File: src/rtl/grn_pkg.sv
// Shared types for the GRN accelerator: CCI-P MMIO channel subset, HC CSR
// types, MMIO read address map, read pipeline stage struct and the read mux.
package grn_pkg;

  typedef struct packed {
    logic [15:0] address;
    logic [1:0]  length;
    logic        rsvd;
    logic [8:0]  tid;
  } t_ccip_c0_ReqMmioHdr;

  typedef struct packed {
    t_ccip_c0_ReqMmioHdr hdr;
    logic [63:0]         data;
    logic                rspValid;
    logic                mmioRdValid;
    logic                mmioWrValid;
  } t_if_ccip_c0_Rx;

  typedef struct packed {
    logic [8:0] tid;
  } t_ccip_c2_RspMmioHdr;

  typedef struct packed {
    t_ccip_c2_RspMmioHdr hdr;
    logic                mmioRdValid;
    logic [63:0]         data;
  } t_if_ccip_c2_Tx;

  typedef logic [31:0] t_hc_control;

  typedef struct packed {
    logic [63:0] address;
    logic [31:0] size;
  } t_hc_buffer;

  typedef enum logic [2:0] {
    WR_IDLE  = 3'd0,
    WR_RUN   = 3'd1,
    WR_DRAIN = 3'd2,
    WR_DONE  = 3'd3,
    WR_ERROR = 3'd4
  } t_wr_state;

  // Byte addresses of the 64-bit MMIO registers
  localparam logic [17:0] ADDR_DFH      = 18'h000;
  localparam logic [17:0] ADDR_AFU_ID_L = 18'h008;
  localparam logic [17:0] ADDR_AFU_ID_H = 18'h010;
  localparam logic [17:0] ADDR_RSVD0    = 18'h018;
  localparam logic [17:0] ADDR_RSVD1    = 18'h020;
  localparam logic [17:0] ADDR_DSM_BASE = 18'h110;
  localparam logic [17:0] ADDR_CONTROL  = 18'h118;
  localparam logic [17:0] ADDR_BUF_ADDR = 18'h120;
  localparam logic [17:0] ADDR_BUF_SIZE = 18'h128;
  localparam logic [17:0] ADDR_STATUS   = 18'h130;
  localparam logic [17:0] ADDR_RD_COUNT = 18'h138;
  localparam logic [17:0] ADDR_SCRATCH  = 18'h140;

  typedef struct packed {
    logic [8:0]  tid;
    logic [15:0] address;
    logic [1:0]  length;
    logic        valid;
  } t_rd_stage1;

  function automatic logic [63:0] rd_mux(
    input logic [17:0] byte_addr,
    input logic [63:0] dfh,
    input logic [63:0] afu_id_l,
    input logic [63:0] afu_id_h,
    input logic [63:0] dsm_base,
    input t_hc_control control,
    input t_hc_buffer  buffer,
    input logic [31:0] status,
    input logic [31:0] rd_count,
    input logic [63:0] scratch
  );
    logic [63:0] val;
    case (byte_addr)
      ADDR_DFH:      val = dfh;
      ADDR_AFU_ID_L: val = afu_id_l;
      ADDR_AFU_ID_H: val = afu_id_h;
      ADDR_RSVD0:    val = 64'h0;
      ADDR_RSVD1:    val = 64'h0;
      ADDR_DSM_BASE: val = dsm_base;
      ADDR_CONTROL:  val = {32'h0, control};
      ADDR_BUF_ADDR: val = buffer.address;
      ADDR_BUF_SIZE: val = {32'h0, buffer.size};
      ADDR_STATUS:   val = {32'h0, status};
      ADDR_RD_COUNT: val = {32'h0, rd_count};
      ADDR_SCRATCH:  val = scratch;
      default:       val = 64'h0;
    endcase
    return val;
  endfunction

endpackage

File: src/rtl/grn_mmio_rd.sv
// GRN MMIO read responder: two-stage pipelined CSR read path with a read counter.
// Optional 64-bit scratch register at 0x140 when GRN_MMIO_SCRATCH_EN is defined.
module grn_mmio_rd
  import grn_pkg::*;
#(
  parameter logic [63:0] AFU_ID_L  = 64'h0,
  parameter logic [63:0] AFU_ID_H  = 64'h0,
  parameter logic [63:0] DFH_VALUE = 64'h1000_0000_0000_0000
) (
  input  logic           clk,
  input  logic           reset,
  input  t_if_ccip_c0_Rx rx_mmio,
  output t_if_ccip_c2_Tx tx_mmio,
  input  logic [63:0]    dsm_base,
  input  t_hc_control    control,
  input  t_hc_buffer     buffer,
  input  logic [31:0]    status
);

  t_rd_stage1  s1;
  logic [31:0] rd_count;
  logic [63:0] scratch;
  logic [17:0] rd_byte_addr;
  logic [63:0] reg_data;
  logic [63:0] rsp_data;

  always_ff @(posedge clk) begin
    if (reset) begin
      s1 <= '0;
    end else begin
      s1.valid   <= rx_mmio.mmioRdValid;
      s1.tid     <= rx_mmio.hdr.tid;
      s1.address <= rx_mmio.hdr.address;
      s1.length  <= rx_mmio.hdr.length;
    end
  end

  // CSRs are sampled here, so the counter bumps on the stage-1 edge and a
  // read of 0x138 sees its own pre-increment value.
  always_comb begin
    rd_byte_addr = {s1.address[15:1], 3'b000};
    reg_data = rd_mux(rd_byte_addr, DFH_VALUE, AFU_ID_L, AFU_ID_H, dsm_base,
                      control, buffer, status, rd_count, scratch);
    if (s1.length == 2'd0) begin
      rsp_data = {32'h0, (s1.address[0] ? reg_data[63:32] : reg_data[31:0])};
    end else begin
      rsp_data = reg_data;
    end
  end

  always_ff @(posedge clk) begin
    if (reset) begin
      tx_mmio <= '0;
    end else begin
      tx_mmio.mmioRdValid <= s1.valid;
      if (s1.valid) begin
        tx_mmio.hdr.tid <= s1.tid;
        tx_mmio.data    <= rsp_data;
      end
    end
  end

  always_ff @(posedge clk) begin
    if (reset) begin
      rd_count <= 32'h0;
    end else if (s1.valid) begin
      rd_count <= rd_count + 32'd1;
    end
  end

`ifdef GRN_MMIO_SCRATCH_EN
  logic scratch_wr;
  logic unused_rx_bits;

  assign scratch_wr = rx_mmio.mmioWrValid && (rx_mmio.hdr.length == 2'd1) &&
                      ({rx_mmio.hdr.address, 2'b00} == ADDR_SCRATCH);

  always_ff @(posedge clk) begin
    if (reset) begin
      scratch <= 64'h0;
    end else if (scratch_wr) begin
      scratch <= rx_mmio.data;
    end
  end

  assign unused_rx_bits = ^{rx_mmio.hdr.rsvd, rx_mmio.rspValid};
`else
  logic unused_rx_bits;

  assign scratch = 64'h0;
  assign unused_rx_bits = ^{rx_mmio.hdr.rsvd, rx_mmio.rspValid,
                            rx_mmio.mmioWrValid, rx_mmio.data};
`endif

endmodule

File: config.mk
export PLATFORM = sky130hd
export DESIGN_NAME = grn_mmio_rd
export DESIGN_NICKNAME = d
export VERILOG_FILES = /design/src/rtl/grn_pkg.sv /design/src/rtl/grn_mmio_rd.sv
export SDC_FILE = /design/constraint.sdc
export NUM_CORES = 1
export LEC_CHECK = 0
export CAP_MARGIN = 10
export CELL_PAD_IN_SITES_DETAIL_PLACEMENT = 1
export CELL_PAD_IN_SITES_GLOBAL_PLACEMENT = 1
export CORE_MARGIN = 3
export CORE_UTILIZATION = 24
export CTS_CLUSTER_DIAMETER = 30
export CTS_CLUSTER_SIZE = 25
export DETAILED_ROUTE_END_ITERATION = 16
export GPL_ROUTABILITY_DRIVEN = 0
export HOLD_SLACK_MARGIN = 0.1
export PLACE_DENSITY_LB_ADDON = 0.15
export SLEW_MARGIN = 20
export SYNTH_ARGS = -nofsm -noshare
export SYNTH_HDL_FRONTEND = slang
export SYNTH_SLANG_ARGS = --single-unit
File: constraint.sdc
create_clock -name clk -period 2.13 [get_ports clk]
set_input_delay 0.426 -clock clk [delete_from_list [all_inputs] [get_ports clk]]
set_output_delay 0.426 -clock clk [all_outputs]
set_load 0.005 [all_outputs]
==> Yosys cells after proc, flatten, opt, wreduce, memory -nomap -nowiden <==
Cells that the tools add are included.
Widths: inputs -> output; s select.
{ "op_classes": {"reduce_logical": 2, "n_addsub": 1, "mux": 3, "eq_ne": 6} }
{ "ops": {"columns": ["op", "count"], "rows": [
  ["$pmux 64 s7", 1],
  ["$eq 15x6->1 const B", 6],
  ["$mux 64", 1],
  ["$add 32x1->32 const B", 1],
  ["$mux 32", 1],
  ["$logic_not 15->1", 1],
  ["$logic_not 2->1", 1]
]} }
{ "word_totals": {"register_bits": 134, "input_bits": 321, "output_inout_bits": 74, "elab_cells": 20} }

==> Depth between registers and ports, before layout <==
Gate-level depths: netlist of the first run.
{ "depth": {"depth_word": 4, "depth_mapped": 8, "depth_no_buf": 6} }

==> Least setup slack after synthesis of the first run <==
Ideal clock, no wire load.
{ "synth_timing": {"path_type": "register to register", "from": "reg s1 (netlist bit rd_byte_addr[6])", "to": "reg tx_mmio[10] (netlist name)", "arrival_ns": 2.137, "slack_ns": -0.082, "path_buffers": 3, "path_stages_with_launch": 9, "period_less_slack_ns": 2.212, "required_time_ns": 2.055, "setup_time_ns": 0.075, "cell_sequence": "dfxtp_1 -> or4b_1 -> buf_2 -> or4_1 -> buf_4 -> nor3_4 -> buf_6 -> a21oi_1 -> a22oi_2"} }
{ "synth_via": {"elab_chain_cells": 4, "word_cells_on_any_way": 10, "cone_classes": "eq/ne: 6; mux: 3; reduce/logical: 1"} }
{ "synth_lines": {"columns": ["item", "line_no", "source"], "rows": [
  ["from (decl)", "grn_mmio_rd.sv:20", "t_rd_stage1 s1;"],
  ["$eq 15x6->1 / $logic_not 15->1 (equally long branches)", "grn_pkg.sv:79", "case (byte_addr)"],
  ["$pmux 64 s7 *", "grn_pkg.sv:79", null],
  ["$mux 32", "grn_mmio_rd.sv:45", "rsp_data = {32'h0, (s1.address[0] ? reg_data[63:32] : reg_data[31:0])};"],
  ["$mux 64 *", "grn_mmio_rd.sv:44", "if (s1.length == 2'd0) begin"],
  ["to (decl)", "grn_mmio_rd.sv:13", "output t_if_ccip_c2_Tx tx_mmio,"]
]} }
Every way passes the cells marked *; elsewhere a longest branch is shown, timed or not.
A chain may end at the register's enable or synchronous reset.

==> Final worst setup path of the first run <==
{ "layout_timing": {"from": "reg s1 (netlist bit rd_byte_addr[10])", "to": "reg tx_mmio[4] (netlist name)"} }
Same word-level chain as after synthesis.

==> results.py, run 1 <==
metrics = {
    "outcome": {
        "status": "finished, violations left",
        "violations": "setup timing",
    },
    "worst_setup_path": {
        "arrival_ns": 2.51,
        "required_ns": 2.46,
        "startpoint_type": "flop",
        "path_class": "flop to flop",
        "end_kind": "flop",
        "worstPathMaxFanout": 17,
    },
    "logic_synthesis": {
        "synth_edf_count": 0,
        "ys_warn_count": 0,
        "synth_area_leaders": "dfxtp_1 41%, nand2_1 4.8%, a222oi_1 4.7%",
        "synth_top_area_cell": "dfxtp_1",
        "synth_common_cells": "134 x dfxtp_1, 84 x nand2_1, 60 x nor2_1",
        "ys_seq_elements": 134,
        "syn_nets": 1076,
        "yosysMostFrequentCell": "dfxtp_1",
        "synthCells": 754,
        "ys_async_sr_fraction_pct": 0,
        "yosysUniqueCellTypes": 51,
        "seq_area_frac_synth_pct": 40.5,
        "syn_area_sq_um": 6620,
        "synth_top_area_share_pct": 40.5,
        "syn_avg_cell_area_sq_um": 8.77,
        "synth-main-ff-cell": "dfxtp_1",
    },
    "sta": {
        "fin_crit_ns": 2.17,
        "setup_slack_ns": -0.0445,
        "max_freq_mhz": 460,
        "slew_viol_final": 0,
        "maxSlewHeadroom_pct": 48.8,
        "hold_viol_final": 0,
        "rsz0062_at_grt": "yes",
        "post-route-period-util_pct": 102,
        "tightestPinTransition_ns": 0.766,
        "finalSetupViolCount": 18,
        "worst_hold_slack_ns": 0.315,
        "finClkSkew_ns": 0.0134,
        "fin_setup_tns_ns": -0.428,
    },
    "floorplan": {
        "core_sq_um": 27000,
        "initial_core_util_pct": 24.5,
        "die_area_sq_um": 29600,
        "die_y_microns": 172,
        "top_level_ports": 395,
        "row_count": 60,
        "die_x_microns": 172,
    },
    "grt": {
        "grt_pass1_wl_microns": 45700,
        "grt_pass1_vias": 7373,
        "grt_max_degree": 72,
        "grtUsageTotal_pct": 20.6,
        "grt-ovfl-total": 0,
        "grt_antenna_before_repair": 6,
    },
    "route": {
        "drtAntennaViolNets": 0,
        "wl_per_cell_microns": 21.9,
        "drtPass1Iterations": 7,
        "vias": 7536,
        "vias_per_cell": 5.11,
        "first_iter_violations": 380,
        "drc": 0,
        "wl_microns": 32300,
    },
    "power": {
        "power_density_nw_per_um2": 550,
        "power_leakage_nw": 4.26,
        "vdd.ir_drop.worst_uv": 425,
    },
    "clock_tree": {
        "htreeDepth": 4,
        "cts.path.max_buffers": 2,
        "cts_buffers": 17,
        "clk_latency_ns": 0.42,
        "cts.clk_slew.worst_paths_ns": 0.06,
        "cts_root_buffer": "clkbuf_16",
        "cts_sinks": 134,
        "cts_tree": "yes",
    },
    "placement": {
        "portBuffers": 327,
        "dpl.hpwl_microns": 24300,
        "placedCellCount": 1426,
    },
    "layout": {
        "finalNonFillerCells": 1475,
        "final_nets": 1439,
        "nFillCells": 3060,
        "synthToLayoutAreaGrowth_pct": 78.0,
        "fin_util_pct": 43.6,
        "drive_gt1_share_pct": 16.5,
    },
    "flow_run": {
        "drv_cap": 0,
    },
    "hold_path": {
        "min_path_type": "input port to flop",
    },
}
==> what timing repair did <==
item,4_1_cts,5_1_grt
gates cloned,3,2
buffers inserted,6,4
endpoints found under the setup margin,59,43
pin swaps,10,15
resized for setup,50,27
hold buffers,0,0
==> layer usage <==
metal  track usage [%]  vias up  share of wire (%)
li1                  -     3591                  -
met1              27.1     3650                 45
met2              33.3      243                 47
met3              4.02       48                5.1
met4              7.95        4                2.7
met5                 0        -              0.080
==> power by group <==
part	switching (mW)	total, mW	leakage (nW)	internal, mW
registers	0.0238	2.57	1.09	2.54
logic	0.312	0.885	2.88	0.574
clock network	1.23	3.03	0.294	1.80
total	1.56	6.48	4.26	4.92
==> layout by cell type, fill, tap and decap left out, types with 14 or more instances in the layout <==
cell type        count
a211o_1             15
a21oi_1             34
a221oi_1            15
a222oi_1            31
a22oi_1             24
a22oi_2             24
and2_1              16
buf_12              14
buf_4               49
clkbuf_16           19
clkdlybuf4s50_1    326
dfxtp_1            129
nand2_1             83
nand3b_1            18
nor2_1              58
nor2b_1             32
o211ai_1            16
o21ai_0             26
xor2_1              19
==> worst paths after layout <==
kind | from | endpoint | slack, ns | cells after the start
worst max-delay path | rd_byte_addr[10] | tx_mmio[4] | -0.04 | 7
worst min-delay path | reset | s1[3] | 0.31 | 2
worst max register to register | rd_byte_addr[10] | tx_mmio[4] | -0.04 | 7
worst min register to register | tx_mmio[32] | tx_mmio[32] | 0.44 | 2
==> through the flow <==
stage / setup WS [ns] / power (mW) / area, sq um
2_1_floorplan: -0.0737 / 2.85 / 6630
3_3_place_gp: -0.157 / 3.46 / 10800
3_5_place_dp: -0.184 / 3.47 / 10800
4_1_cts: -0.0472 / 6.57 / 11600
5_1_grt: -0.144 / 6.75 / 11800
6_report: -0.0445 / 6.48 / 11800
==> state kept, by name (all words and copies together) (netlist names) <==
name          cells
rd_byte_addr     15
rd_count         32
s1               13
tx_mmio          74
==> kinds of logic after synthesis <==
group                      synth area share [%]
DFF                                        40.5
adders and majority gates                 0.189
buffers and inverters                      4.07
AOI/OAI and AO/OA                          27.2
muxes                                      1.99
and+or+nand+nor                            23.0
xor gates and xnor gates                   3.04
==> critical path: stages, from the launching register on <==
cell     delay, ns
dfxtp_2       0.33
or4b_4        0.55
buf_6         0.14
or4_4         0.46
nor3_4        0.17
buf_12        0.18
a21oi_1       0.08
a22oi_1       0.16
==> layout make-up <==
class	instances	area [sq um]	area share [%]
tap	341	427	3.62
inverter	3	11.3	0.0956
clock inverter	13	148	1.25
clock buffer	19	453	3.84
antenna	4	10.0	0.0850
multi-input combinational	557	3900	33.1
sequential	134	2690	22.8
timing repair buffer	404	4140	35.1
Note: power is estimated with default switching activity, not from simulation.
==> run 2, diff against run 1 <==
--- a/config.mk
+++ b/config.mk
@@ -16,7 +16,7 @@
 export GPL_ROUTABILITY_DRIVEN = 0
 export HOLD_SLACK_MARGIN = 0.1
 export PLACE_DENSITY_LB_ADDON = 0.15
-export SLEW_MARGIN = 20
+export SLEW_MARGIN = 15
 export SYNTH_ARGS = -nofsm -noshare
 export SYNTH_HDL_FRONTEND = slang
 export SYNTH_SLANG_ARGS = --single-unit
==> results.py, run 2 (synthesis gave the netlist of run 1 again) <==
metrics = {
    "route": {
        "vias": 7479,
        "wl_per_cell_microns": 21.6,
        "vias_per_cell": 5.09,
        "drtAntennaViolNets": 0,
        "first_iter_violations": 464,
        "wl_microns": 31700,
        "drtPass1Iterations": 7,
        "drc": 0,
    },
    "grt": {
        "grt_pass1_wl_microns": 44900,
        "grt_pass1_vias": 7219,
        "grt_max_degree": 72,
        "grt-ovfl-total": 0,
        "grt_antenna_before_repair": 5,
        "grtUsageTotal_pct": 20.2,
    },
    "worst_setup_path": {
        "worstPathMaxFanout": 17,
        "required_ns": 2.46,
        "worstRegToRegCells": 6,
        "rrSetupSlack_ns": -0.03,
        "arrival_ns": 2.50,
        "end_kind": "flop",
        "path_class": "flop to flop",
        "r2r-end": "tx_mmio[28]",
        "startpoint_type": "flop",
        "r2r_start": "rd_byte_addr[6]",
    },
    "clock_tree": {
        "clk_latency_ns": 0.42,
        "cts_buffers": 17,
        "htreeDepth": 4,
        "cts_tree": "yes",
        "cts.clk_slew.worst_paths_ns": 0.06,
        "cts_root_buffer": "clkbuf_16",
        "cts_sinks": 134,
        "cts.path.max_buffers": 2,
        "holdBufCountCts": 0,
    },
    "layout": {
        "drive_gt1_share_pct": 15.8,
        "largest_register_ff_count": 74,
        "top_register": "tx_mmio",
        "synthToLayoutAreaGrowth_pct": 76.1,
        "final_area_sq_um": 11700,
        "final_nets": 1434,
        "mostFrequentLayoutCell": "clkdlybuf4s50_1",
        "final_cell_mix": "326 x clkdlybuf4s50_1, 130 x dfxtp_1, 83 x nand2_1",
    },
    "outcome": {
        "status": "finished, violations left",
        "violations": "setup timing",
    },
    "sta": {
        "tightestPinTransition_ns": 0.753,
        "finalSetupViolCount": 16,
        "setup_slack_ns": -0.0332,
        "rsz0062_at_grt": "yes",
        "slew_viol_final": 0,
        "hold_viol_final": 0,
        "max_freq_mhz": 462,
        "post-route-period-util_pct": 102,
        "fin_setup_tns_ns": -0.212,
        "maxSlewHeadroom_pct": 49.7,
        "finClkSkew_ns": 0.00918,
        "fin_crit_ns": 2.16,
    },
    "floorplan": {
        "die_area_sq_um": 29600,
        "core_sq_um": 27000,
        "initial_core_util_pct": 24.5,
        "top_level_ports": 395,
        "row_count": 60,
        "die_x_microns": 172,
        "die_y_microns": 172,
    },
    "hold_path": {
        "min_from": "reset",
        "whs_path_depth": 2,
        "hold_end": "s1[3]",
        "min_path_type": "input port to flop",
    },
    "power": {
        "vdd.ir_drop.worst_uv": 374,
        "power_density_nw_per_um2": 553,
        "power_leakage_nw": 4.18,
        "power_mw": 6.44,
    },
    "placement": {
        "place_area_sq_um": 10800,
        "portBuffers": 327,
        "dpl.hpwl_microns": 24400,
        "dp_slack_ns": -0.191,
    },
    "flow_run": {
        "drv_cap": 0,
    },
}
-- run 2: cell types whose count changed in the layout (fill, tap and decap cells not counted), moves of 2 or more --
cell       change
a32o_1         +3
a32o_2         -3
o21ai_1        -3
o2bb2ai_2      +3
o2bb2ai_1      -3
buf_4          +2
buf_6          -4
o21ai_0        +3
-- run 2: repair_timing --
item / 4_1_cts / 5_1_grt
gates resized for setup: 24 / 41
endpoints found under the setup margin: 57 / 49
pin swaps: 5 / 26
gates cloned: 1 / 1
setup buffers: 1 / 6
-- run 2: layer usage --
metal  global-route usage, %  vias up  wire length, microns
li1                        -     3583                     -
met2                    33.3      224                 15400
met1                    26.9     3644                 14200
met3                    3.61       26                  1680
met5                       0        -                    12
met4                    6.07        2                   408
-- run 2: report_power, final --
group	leakage, nW	switching (mW)	total (mW)	internal [mW]
combinational	2.80	0.305	0.870	0.564
clock	0.294	1.21	3.00	1.80
sequential	1.09	0.0240	2.57	2.54
total	4.18	1.53	6.44	4.91
-- run 2: worst max-delay path by stage --
stage                startpoint           to
2_1_floorplan   rd_byte_addr[6]  tx_mmio[10]
3_3_place_gp   rd_byte_addr[13]  tx_mmio[11]
3_5_place_dp   rd_byte_addr[13]  tx_mmio[29]
4_1_cts        rd_byte_addr[13]  tx_mmio[20]
5_1_grt         rd_byte_addr[6]   tx_mmio[5]
6_report        rd_byte_addr[6]  tx_mmio[28]
-- run 2: critical path, cell delays in order, from the launching register on --
cell	delay [ns]
dfxtp_2	0.34
or4b_4	0.56
or4_4	0.58
nor3_4	0.17
buf_12	0.18
nand2_1	0.10
a22oi_1	0.14
-- run 2: final cells by class --
| cell class | instances | area (sq um) |
|---|---|---|
| fill | 3103 | 15400 |
| timing repair buffer | 399 | 4020 |
| multi-input combinational | 557 | 3900 |
| sequential | 134 | 2690 |
| clock buffer | 19 | 453 |
| tap | 341 | 427 |
| clock inverter | 13 | 148 |
| inverter | 3 | 11.3 |
| antenna | 4 | 10.0 |
-- run 2: stage by stage --
| step | cells | util, % | hold slack (ns) |
|---|---|---|---|
| 6_report | 1470 | 43.1 | 0.307 |
| 2_1_floorplan | 754 | - | 0.435 |
| 4_1_cts | 1460 | 42.3 | 0.286 |
| 3_5_place_dp | 1426 | 39.8 | 0.430 |
| 5_1_grt | 1470 | 43.1 | 0.301 |
| 3_3_place_gp | 1426 | 39.8 | 0.424 |
